**src/rtl/alu.sv**
```systemverilog
// Registered ALU: add/sub, signed compares, bitwise logic and shifts, result on Y one cycle later.
// Defining ALU_MUL_EN adds a low-half multiply on ALUFN 100010; otherwise that code yields zero.
module alu #(
    parameter int WIDTH = 32
) (
    input  logic             clk,
    input  logic             rst_n,
    input  logic [5:0]       ALUFN,
    input  logic [WIDTH-1:0] A,
    input  logic [WIDTH-1:0] B,
    output logic [WIDTH-1:0] Y
);

    localparam int SHW = $clog2(WIDTH);

    localparam logic [5:0] OP_ADD   = 6'b100000;
    localparam logic [5:0] OP_SUB   = 6'b100001;
    localparam logic [5:0] OP_MUL   = 6'b100010;
    localparam logic [5:0] OP_CMPEQ = 6'b100100;
    localparam logic [5:0] OP_CMPLT = 6'b100101;
    localparam logic [5:0] OP_CMPLE = 6'b100110;
    localparam logic [5:0] OP_AND   = 6'b101000;
    localparam logic [5:0] OP_OR    = 6'b101001;
    localparam logic [5:0] OP_XOR   = 6'b101010;
    localparam logic [5:0] OP_XNOR  = 6'b101011;
    localparam logic [5:0] OP_SHL   = 6'b101100;
    localparam logic [5:0] OP_SHR   = 6'b101101;
    localparam logic [5:0] OP_SRA   = 6'b101110;

    logic [SHW-1:0]   shamt;
    logic             lt_signed;
    logic             eq;
    logic [WIDTH-1:0] result;

    // Only the low bits of B select the shift distance; the rest are ignored.
    assign shamt     = B[SHW-1:0];
    assign lt_signed = $signed(A) < $signed(B);
    assign eq        = (A == B);

    always_comb begin
        result = '0;
        unique case (ALUFN)
            OP_ADD:   result = A + B;
            OP_SUB:   result = A - B;
`ifdef ALU_MUL_EN
            OP_MUL:   result = A * B;
`endif
            OP_CMPEQ: result = {{(WIDTH-1){1'b0}}, eq};
            OP_CMPLT: result = {{(WIDTH-1){1'b0}}, lt_signed};
            OP_CMPLE: result = {{(WIDTH-1){1'b0}}, lt_signed | eq};
            OP_AND:   result = A & B;
            OP_OR:    result = A | B;
            OP_XOR:   result = A ^ B;
            OP_XNOR:  result = ~(A ^ B);
            OP_SHL:   result = A << shamt;
            OP_SHR:   result = A >> shamt;
            OP_SRA:   result = $unsigned($signed(A) >>> shamt);
            default:  result = '0;
        endcase
    end

    always_ff @(posedge clk) begin
        if (!rst_n) begin
            Y <= '0;
        end else begin
            Y <= result;
        end
    end

endmodule

```
**config.mk**
```make
export PLATFORM = sky130hd
export DESIGN_NAME = alu
export DESIGN_NICKNAME = d
export VERILOG_FILES = /design/src/rtl/alu.sv
export SDC_FILE = /design/constraint.sdc
export NUM_CORES = 1
export LEC_CHECK = 0
export BUFFER_PORTS_ARGS = -buffer_cell sky130_fd_sc_hd__buf_2
export CAP_MARGIN = 10
export CORE_MARGIN = 3
export CORE_UTILIZATION = 55
export CTS_BUF_LIST = sky130_fd_sc_hd__clkbuf_8
export CTS_CLUSTER_DIAMETER = 150
export DETAILED_ROUTE_END_ITERATION = 10
export GPL_TIMING_DRIVEN = 0
export PLACE_DENSITY = 0.75
export SLEW_MARGIN = 20
export SYNTH_ARGS = -nofsm -noshare
export SYNTH_HDL_FRONTEND = slang
export SYNTH_SLANG_ARGS = --single-unit
```
**constraint.sdc**
```tcl
create_clock -name clk -period 5.1 [get_ports clk]
set_clock_uncertainty 0.1 [all_clocks]
set_input_delay 0.51 -clock clk [delete_from_list [all_inputs] [get_ports clk]]
set_output_delay 0.51 -clock clk [all_outputs]
set_load 0.005 [all_outputs]
```
# After elaboration in Yosys (flattened, before gate mapping)
# Cells that the tools add are included.
word_totals:
  regBits: 32
  latchBits: 0
  ram_bits: 0
  rom_bits: 0
  input_bits: 72
  wordCells: 26
  memories: 0
classes:
  n_addsub: 2
  multipliers: 0
  div_mod_pow: 0
  magnitude_cmp: 1
  n_eq_ne: 13
  n_shift: 3
  n_mux: 1
  n_bitwise: 5
  reduce_logical: 0
ops:
  columns: ["op", "count"]
  rows:
  - ["one-hot mux 32 bit (12 select lines)", 1]
  - ["== test 6 bit, second input constant", 12]
  - ["adder 32 bit", 1]
  - ["bitwise AND 32 bit", 1]
  - ["== test 32 bit", 1]
  - ["< comparator 32 bit", 1]
  - ["inverter 32 bit", 1]
  - ["OR 32 bit", 1]
  - ["left shift 32 x 5 -> 32 bit", 1]
  - ["right shift 32 x 5 -> 32 bit", 1]
  - [">>> shifter 32 x 5 -> 32 bit", 1]
  - ["subtractor 32 bit", 1]
  - ["bitwise XOR 32 bit", 1]
  - ["OR 1 bit", 1]

# Logic depth before layout (Yosys ltp)
# Gate-level depths: netlist of run 1.
depth:
  word_depth: 3
  mapped_depth: 14
  ltp_nobuf: 13

# Worst setup path before layout of run 1
# No wires, ideal clock.
synth_path:
  path_type: "in2reg"
  startpoint: "input B[2]"
  endpoint: "register Y[30]"
  setup_ns: 0.074
  t_arrival_ns: 3.751
  t_required_ns: 4.926
  setup_slack_ns: 1.175
  path_stages: 14
  path_buffers: 3
  cell_sequence: "inv_1 buf_1 clkbuf_1 ha_1 buf_2 nor2b_2 o21ai_1 a31o_2 a211o_1 o311a_1 or4_1 o211ai_2 o311ai_0 a31oi_1"
synth_via:
  elab_chain_len: 2
  elab_cells_between_ends: 6
synth_lines:
  columns: ["element", "line", "rtl"]
  rows:
  - ["from (decl)", "10", "input logic [WIDTH-1:0] B,"]
  - ["subtractor 32 bit (tied with other cells)", "44", "OP_SUB: result = A - B;"]
  - ["one-hot mux 32 bit (12 select lines) (*)", "42", "unique case (ALUFN)"]
  - ["to (signal assigned)", "66", "Y <= result;"]
  - ["to (decl)", "11", "output logic [WIDTH-1:0] Y"]
# Every way passes the cells marked *; elsewhere a longest branch is shown, timed or not.
# A chain may end at the register's enable or synchronous reset.

# Worst setup path after layout of run 1
layout_path:
  startpoint: "input B[3]"
  endpoint: "register Y[20]"
# The elaborated chain is that of the path after synthesis.

==> impl_metrics.json, run 1 <==
{
  "viasPerCell": 7.43,
  "grt-busiest-layer": "met2",
  "track_usage_pct": 49.5,
  "cts_buffer_depth": 2,
  "avgSynthCellArea_um2": 6.93,
  "post-place-ws_ns": -0.196,
  "hp-class": "input pin to flip-flop",
  "p_per_area_mw_per_mm2": 145,
  "chipWidth_um": 141,
  "dominantRegCellSynth": "dfxtp_1",
  "gr-usage-met2_pct": 71.7,
  "min_period_ns": 5.04,
  "min_period_over_period_pct": 98.9,
  "drt_pass1_iterations": 7,
  "final_antenna_net_count": 0,
  "p_leak_nw": 4.74,
  "synth_top_cell_by_area": "ha_1",
  "cts.clk_slew.worst_paths_ns": 0.09,
  "yosys.area_share.simple_pct": 19.8,
  "seqCellArea_um2": 641,
  "ys_seq_elements": 32,
  "crit_required_ns": 5.23,
  "path_class": "input pin to flip-flop",
  "setup_viol_count_final": 0,
  "netlist_top_cells_count": "nor2_1, a21oi_1, nand2_1, o21ai_0, inv_1",
  "synthDistinctLibCells": 76,
  "fillers": 1734,
  "seq_area_frac_synth_pct": 6.41,
  "finalWirelength_um": 51300,
  "wl_per_cell_um": 28.9,
  "fin_util_pct": 62.1,
  "synthCells": 1443,
  "grt_pass1_wl_um": 75000,
  "use_met3_pct": 18.1,
  "diodes": 0,
  "boundaryPins": 104,
  "cts_tree": "yes",
  "ir_drop_uv": 95.4,
  "synth_edf_count": 0,
  "drv_cap": 0,
  "postCtsHoldBufs": 0,
  "start_util_pct": 57.0,
  "worstPathMaxFanout": 11,
  "dpl.hpwl_um": 40500,
  "status": "complete, no violations",
  "synth_fa_ha_area_share_pct": 12.5,
  "hold_ws_ns": 0.621,
  "rsz0062_at_grt": "no",
  "hold_viol_final": 0,
  "muxShareOfSynthArea_pct": 19.1,
  "num_rows": 48,
  "hold_depth": 5,
  "worst_pin_slew_ns": 1.23,
  "top_register": "Y",
  "synth_area_mm2": 0.00999,
  "maxSlewViolCount": 0,
  "route.detailed.drc": 0,
  "ys_warn_count": 0,
  "yosysMostFrequentCell": "nor2_1",
  "worst_setup_path_start_kind": "input pin",
  "root_buffer": "clkbuf_8",
  "cts_sinks": 32,
  "synth_xor_area_share_pct": 1.31,
  "synth_top_area_share_pct": 12.1,
  "cts_inserted_buffers": 5,
  "drive_above_1_share_pct": 14.1,
  "synth_top_family_by_area": "compound AO/OA/AOI/OAI gates",
  "met1_usage_pct": 62.0,
  "antenna_found_initial": 1,
  "numPortBuffers": 101,
  "relSlewSlack_pct": 17.4,
  "dieHeight_um": 141,
  "synth.top_cells.by_area": "ha_1, mux2i_1, mux4_2",
  "die-area_mm2": 0.0198,
  "core-area_mm2": 0.0175,
  "grt_overflow_total": 0,
  "grt_pass1_vias": 12090,
  "largest_reg_flops": 32,
  "initialDrtViolationCount": 2078,
  "cp_data_arrival_time_ns": 5.17,
  "synth_compound_area_share_pct": 32.4,
  "grt_max_degree": 13,
  "synth_nets": 1614,
  "layout_setup_ws_ns": 0.0577,
  "tns_ns": 0,
  "routabilityCongestion": 1.11,
  "fin_nets": 1722,
  "cts_max_level": 2,
  "post-cts-setup-buffer-count": 0,
  "routed-via-count": 13195,
  "top_regs": "Y: 32 flops",
  "syn_to_final_growth_pct": 9.00,
  "multi_input_area_mm2": 0.00853,
  "fmax_mhz": 198,
  "cp-end-kind": "flip-flop",
  "synthArstFlopShare_pct": 0
}
[metrics by stage]
stage / instance area (um^2) / instances / total power [mW]
after detailed placement: 10800 / 1769 / 1.28
after floorplan: 9990 / 1443 / 0.938
after global routing: 10900 / 1777 / 1.63
final: 10900 / 1777 / 1.58
after global placement: 10800 / 1769 / 1.27
after CTS: 10900 / 1777 / 1.50
[where the power goes]
group | total (mW) | switching [mW] | internal, mW | leakage, nW
clock network | 0.234 | 0.125 | 0.108 | 0.0510
logic | 1.10 | 0.731 | 0.365 | 4.43
registers | 0.255 | 0.000893 | 0.254 | 0.259
[worst paths after layout]
check  slack (ns)     to  startpoint
max          0.06  Y[20]        B[3]
min          0.62   Y[0]    ALUFN[2]
[worst max-delay path, cell delays in order]
cell and delay [ns]:
buf_2 0.11, clkbuf_1 0.29, inv_1 0.17, clkbuf_1 0.54
clkbuf_2 0.41, ha_1 0.38, nor2_1 0.32, o21ai_1 0.16
a31o_2 0.29, a211o_1 0.38, o21ai_0 0.44, a21oi_1 0.16
a221oi_1 0.39, mux2_2 0.38, a21oi_1 0.21
[routing by layer]
layer / wire length, um / vias to the layer above
met5: 13 / -
met4: 4080 / 2
met3: 8360 / 370
met2: 21000 / 1287
met1: 17900 / 5984
li1: - / 5552
[kinds of logic after synthesis]
family          after synthesis
compound gates              504
xor+xnor                     15
fa+ha+maj                    99
buf+inv                     213
flops                        32
mux                         145
simple gates                435
[cell type report]
type	instances	area share, %
clock buffers	6	0.758
repair buffers	101	4.64
multi-input cells	1198	78.3
inverters	107	3.69
plain buffers	106	4.08
flip-flops and latches	32	5.88
well taps	225	2.58
clock inverters	2	0.0919
[repair_timing]
action                     4_1_cts  5_1_grt
setup endpoints to repair        0        9
hold endpoints to repair         0        0
resized for setup                0        5
[cells in the final DEF, fill, tap and decap left out, drive strengths merged, types with 9 or more instances in the layout]
cell type	n
mux4	34
buf	137
nor3	23
nand2b	17
o31ai	10
nand4	12
a221oi	14
o211ai	22
nor2	152
or3	10
o21bai	9
o21ai	123
o21a	10
nand2	137
nor4	13
and3	10
inv	104
nand3	28
a211oi	38
xnor2	12
ha	97
mux2i	87
mux2	24
clkbuf	76
dfxtp	32
o22ai	15
a21oi	149
a31oi	19
a21o	16
Power figures use the tool's default switching activity.
==> run 2: changes to the inputs <==
--- a/config.mk
+++ b/config.mk
@@ -7,13 +7,12 @@
 export LEC_CHECK = 0
 export BUFFER_PORTS_ARGS = -buffer_cell sky130_fd_sc_hd__buf_2
 export CAP_MARGIN = 10
-export CORE_MARGIN = 3
-export CORE_UTILIZATION = 55
+export CORE_MARGIN = 8
+export CORE_UTILIZATION = 39
 export CTS_BUF_LIST = sky130_fd_sc_hd__clkbuf_8
 export CTS_CLUSTER_DIAMETER = 150
 export DETAILED_ROUTE_END_ITERATION = 10
 export GPL_TIMING_DRIVEN = 0
-export PLACE_DENSITY = 0.75
 export SLEW_MARGIN = 20
 export SYNTH_ARGS = -nofsm -noshare
 export SYNTH_HDL_FRONTEND = slang
==> impl_metrics.json, run 2 (synthesis results as in run 1) <==
{
  "dpl.hpwl_um": 46500,
  "max_stage_delay_ns": 0.53,
  "die-area_mm2": 0.0310,
  "worst_pin_slew_ns": 1.23,
  "routabilityCongestion": 1.04,
  "pwr-share-clk_pct": 13.5,
  "grt_pass1_vias": 12136,
  "min_period_ns": 4.92,
  "cts_max_level": 2,
  "grt_overflow_total": 0,
  "cpMostUsedCell": "buf_2",
  "top_register": "Y",
  "cts_tree": "yes",
  "routed-via-count": 12721,
  "num_rows": 58,
  "top_regs": "Y: 32 flops",
  "viasPerCell": 6.77,
  "maxSlewViolCount": 0,
  "cp-end-kind": "flip-flop",
  "drive_above_1_share_pct": 14.1,
  "p_per_area_mw_per_mm2": 144,
  "switching_share_pct": 55.1,
  "sequentialPowerShare_pct": 16.1,
  "layout_common_cells": "nor2_1, a21oi_1, nand2_1",
  "relSlewSlack_pct": 17.3,
  "cts_sinks": 32,
  "numPortBuffers": 101,
  "ir_drop_uv": 76.6,
  "root_buffer": "clkbuf_8",
  "final_antenna_net_count": 0,
  "seqCellArea_um2": 641,
  "path_class": "input pin to flip-flop",
  "track_usage_pct": 35.8,
  "multi_input_area_mm2": 0.00853,
  "status": "complete, no violations",
  "p_int_uw": 711,
  "chipWidth_um": 176,
  "route.met3.wl_um": 5970,
  "boundaryPins": 104,
  "hold_viol_final": 0,
  "drt_pass1_iterations": 6,
  "layout_setup_ws_ns": 0.176,
  "cp_cell_sequence": "buf_2, buf_2, clkbuf_4, buf_2, inv_1, ha_1, nor2_1, o221ai_1, a221o_1, a2111oi_4, nor2_1, a211oi_2, o221ai_1, mux2i_1, a31oi_1",
  "tns_ns": 0,
  "antenna_found_initial": 1,
  "start_util_pct": 39.7,
  "comb_power_share_pct": 70.4,
  "critPathBufInv": 5,
  "diodes": 0,
  "cts.clk_slew.worst_paths_ns": 0.09,
  "largest_reg_flops": 32,
  "drv_cap": 0,
  "core-area_mm2": 0.0252,
  "route.detailed.drc": 0,
  "power_mw": 1.58,
  "crit_required_ns": 5.16,
  "dr_wl_met2_um": 25400,
  "path_delay_family": "compound AO/OA/AOI/OAI gates",
  "wl_per_cell_um": 30.6,
  "p_leak_nw": 4.73,
  "worst_setup_path_start_kind": "input pin",
  "fillers": 2808,
  "cts_inserted_buffers": 5,
  "setup_viol_count_final": 0,
  "routed.top_layer": "met5",
  "syn_to_final_growth_pct": 10.2,
  "hp-class": "input pin to flip-flop",
  "met1_length_um": 23400,
  "rsz0062_at_grt": "no",
  "worstPathMaxFanout": 10,
  "p_sw_uw": 871,
  "fmax_mhz": 203,
  "grt_pass1_wl_um": 83200,
  "min_period_over_period_pct": 96.6,
  "grt_max_degree": 13,
  "dieHeight_um": 176,
  "fin_util_pct": 43.7,
  "post-place-ws_ns": -0.489,
  "cpMaxStageDelayCell": "a2111oi_4",
  "cts_buffer_depth": 2,
  "cp_data_arrival_time_ns": 4.99,
  "finalWirelength_um": 57600,
  "initialDrtViolationCount": 1766,
  "fin_nets": 1720,
  "layout_commonest_cell": "nor2_1"
}
## run 2: cell count changes in the layout (fill, tap and decap cells not counted), sizes merged
cell | before | now
clkbuf | 76 | 74
buf | 137 | 136
clkinv | 5 | 4
inv | 104 | 105
## run 2: final cells by class
type                    instances  share of cell area (%)
inverters                     107                    3.65
well taps                     330                    3.75
multi-input cells            1198                    77.5
flip-flops and latches         32                    5.82
clock inverters                 2                  0.0795
clock buffers                   5                   0.625
repair buffers                101                    4.59
plain buffers                 104                    3.99
## run 2: tightest hold or removal path: stages
cell and delay [ns]:
buf_2 0.13, nand2_1 0.12, nor3_1 0.06, o211ai_1 0.08, a21oi_1 0.09
## run 2: worst paths after layout
path                     start    end  slack (ns)  depth (start not counted)
worst max-delay path      B[1]  Y[29]        0.18                         15
worst min-delay path  ALUFN[2]   Y[0]        0.63                          5
## run 2: routing by layer
layer	up-vias	GRT usage [%]
met5	-	0
met4	2	16.1
met3	164	7.22
met2	896	55.9
met1	6122	46.8
li1	5537	-
## run 2: through the flow
stage / instance area (um^2) / hold slack (ns) / std cells
final: 11000 / 0.627 / 1879
after CTS: 11000 / 0.617 / 1881
after global routing: 11000 / 0.643 / 1879
after floorplan: 9990 / 0.694 / 1443
after detailed placement: 10900 / 0.789 / 1874
after global placement: 10900 / 0.789 / 1874
## run 2: timing repair
item / 4_1_cts / 5_1_grt
gates resized for setup: 2 / 4
pin swaps: 0 / 0
setup buffers: 0 / 0
setup endpoints to repair: 7 / 8
hold buffers: 0 / 0
## run 2: power groups by stage
stage,combinational [mW],sequential (mW),clock (mW)
2_1_floorplan,0.677,0.261,0
3_3_place_gp,1.07,0.260,0
3_5_place_dp,1.06,0.260,0
4_1_cts,1.07,0.255,0.217
5_1_grt,1.17,0.255,0.225
6_report,1.11,0.255,0.214
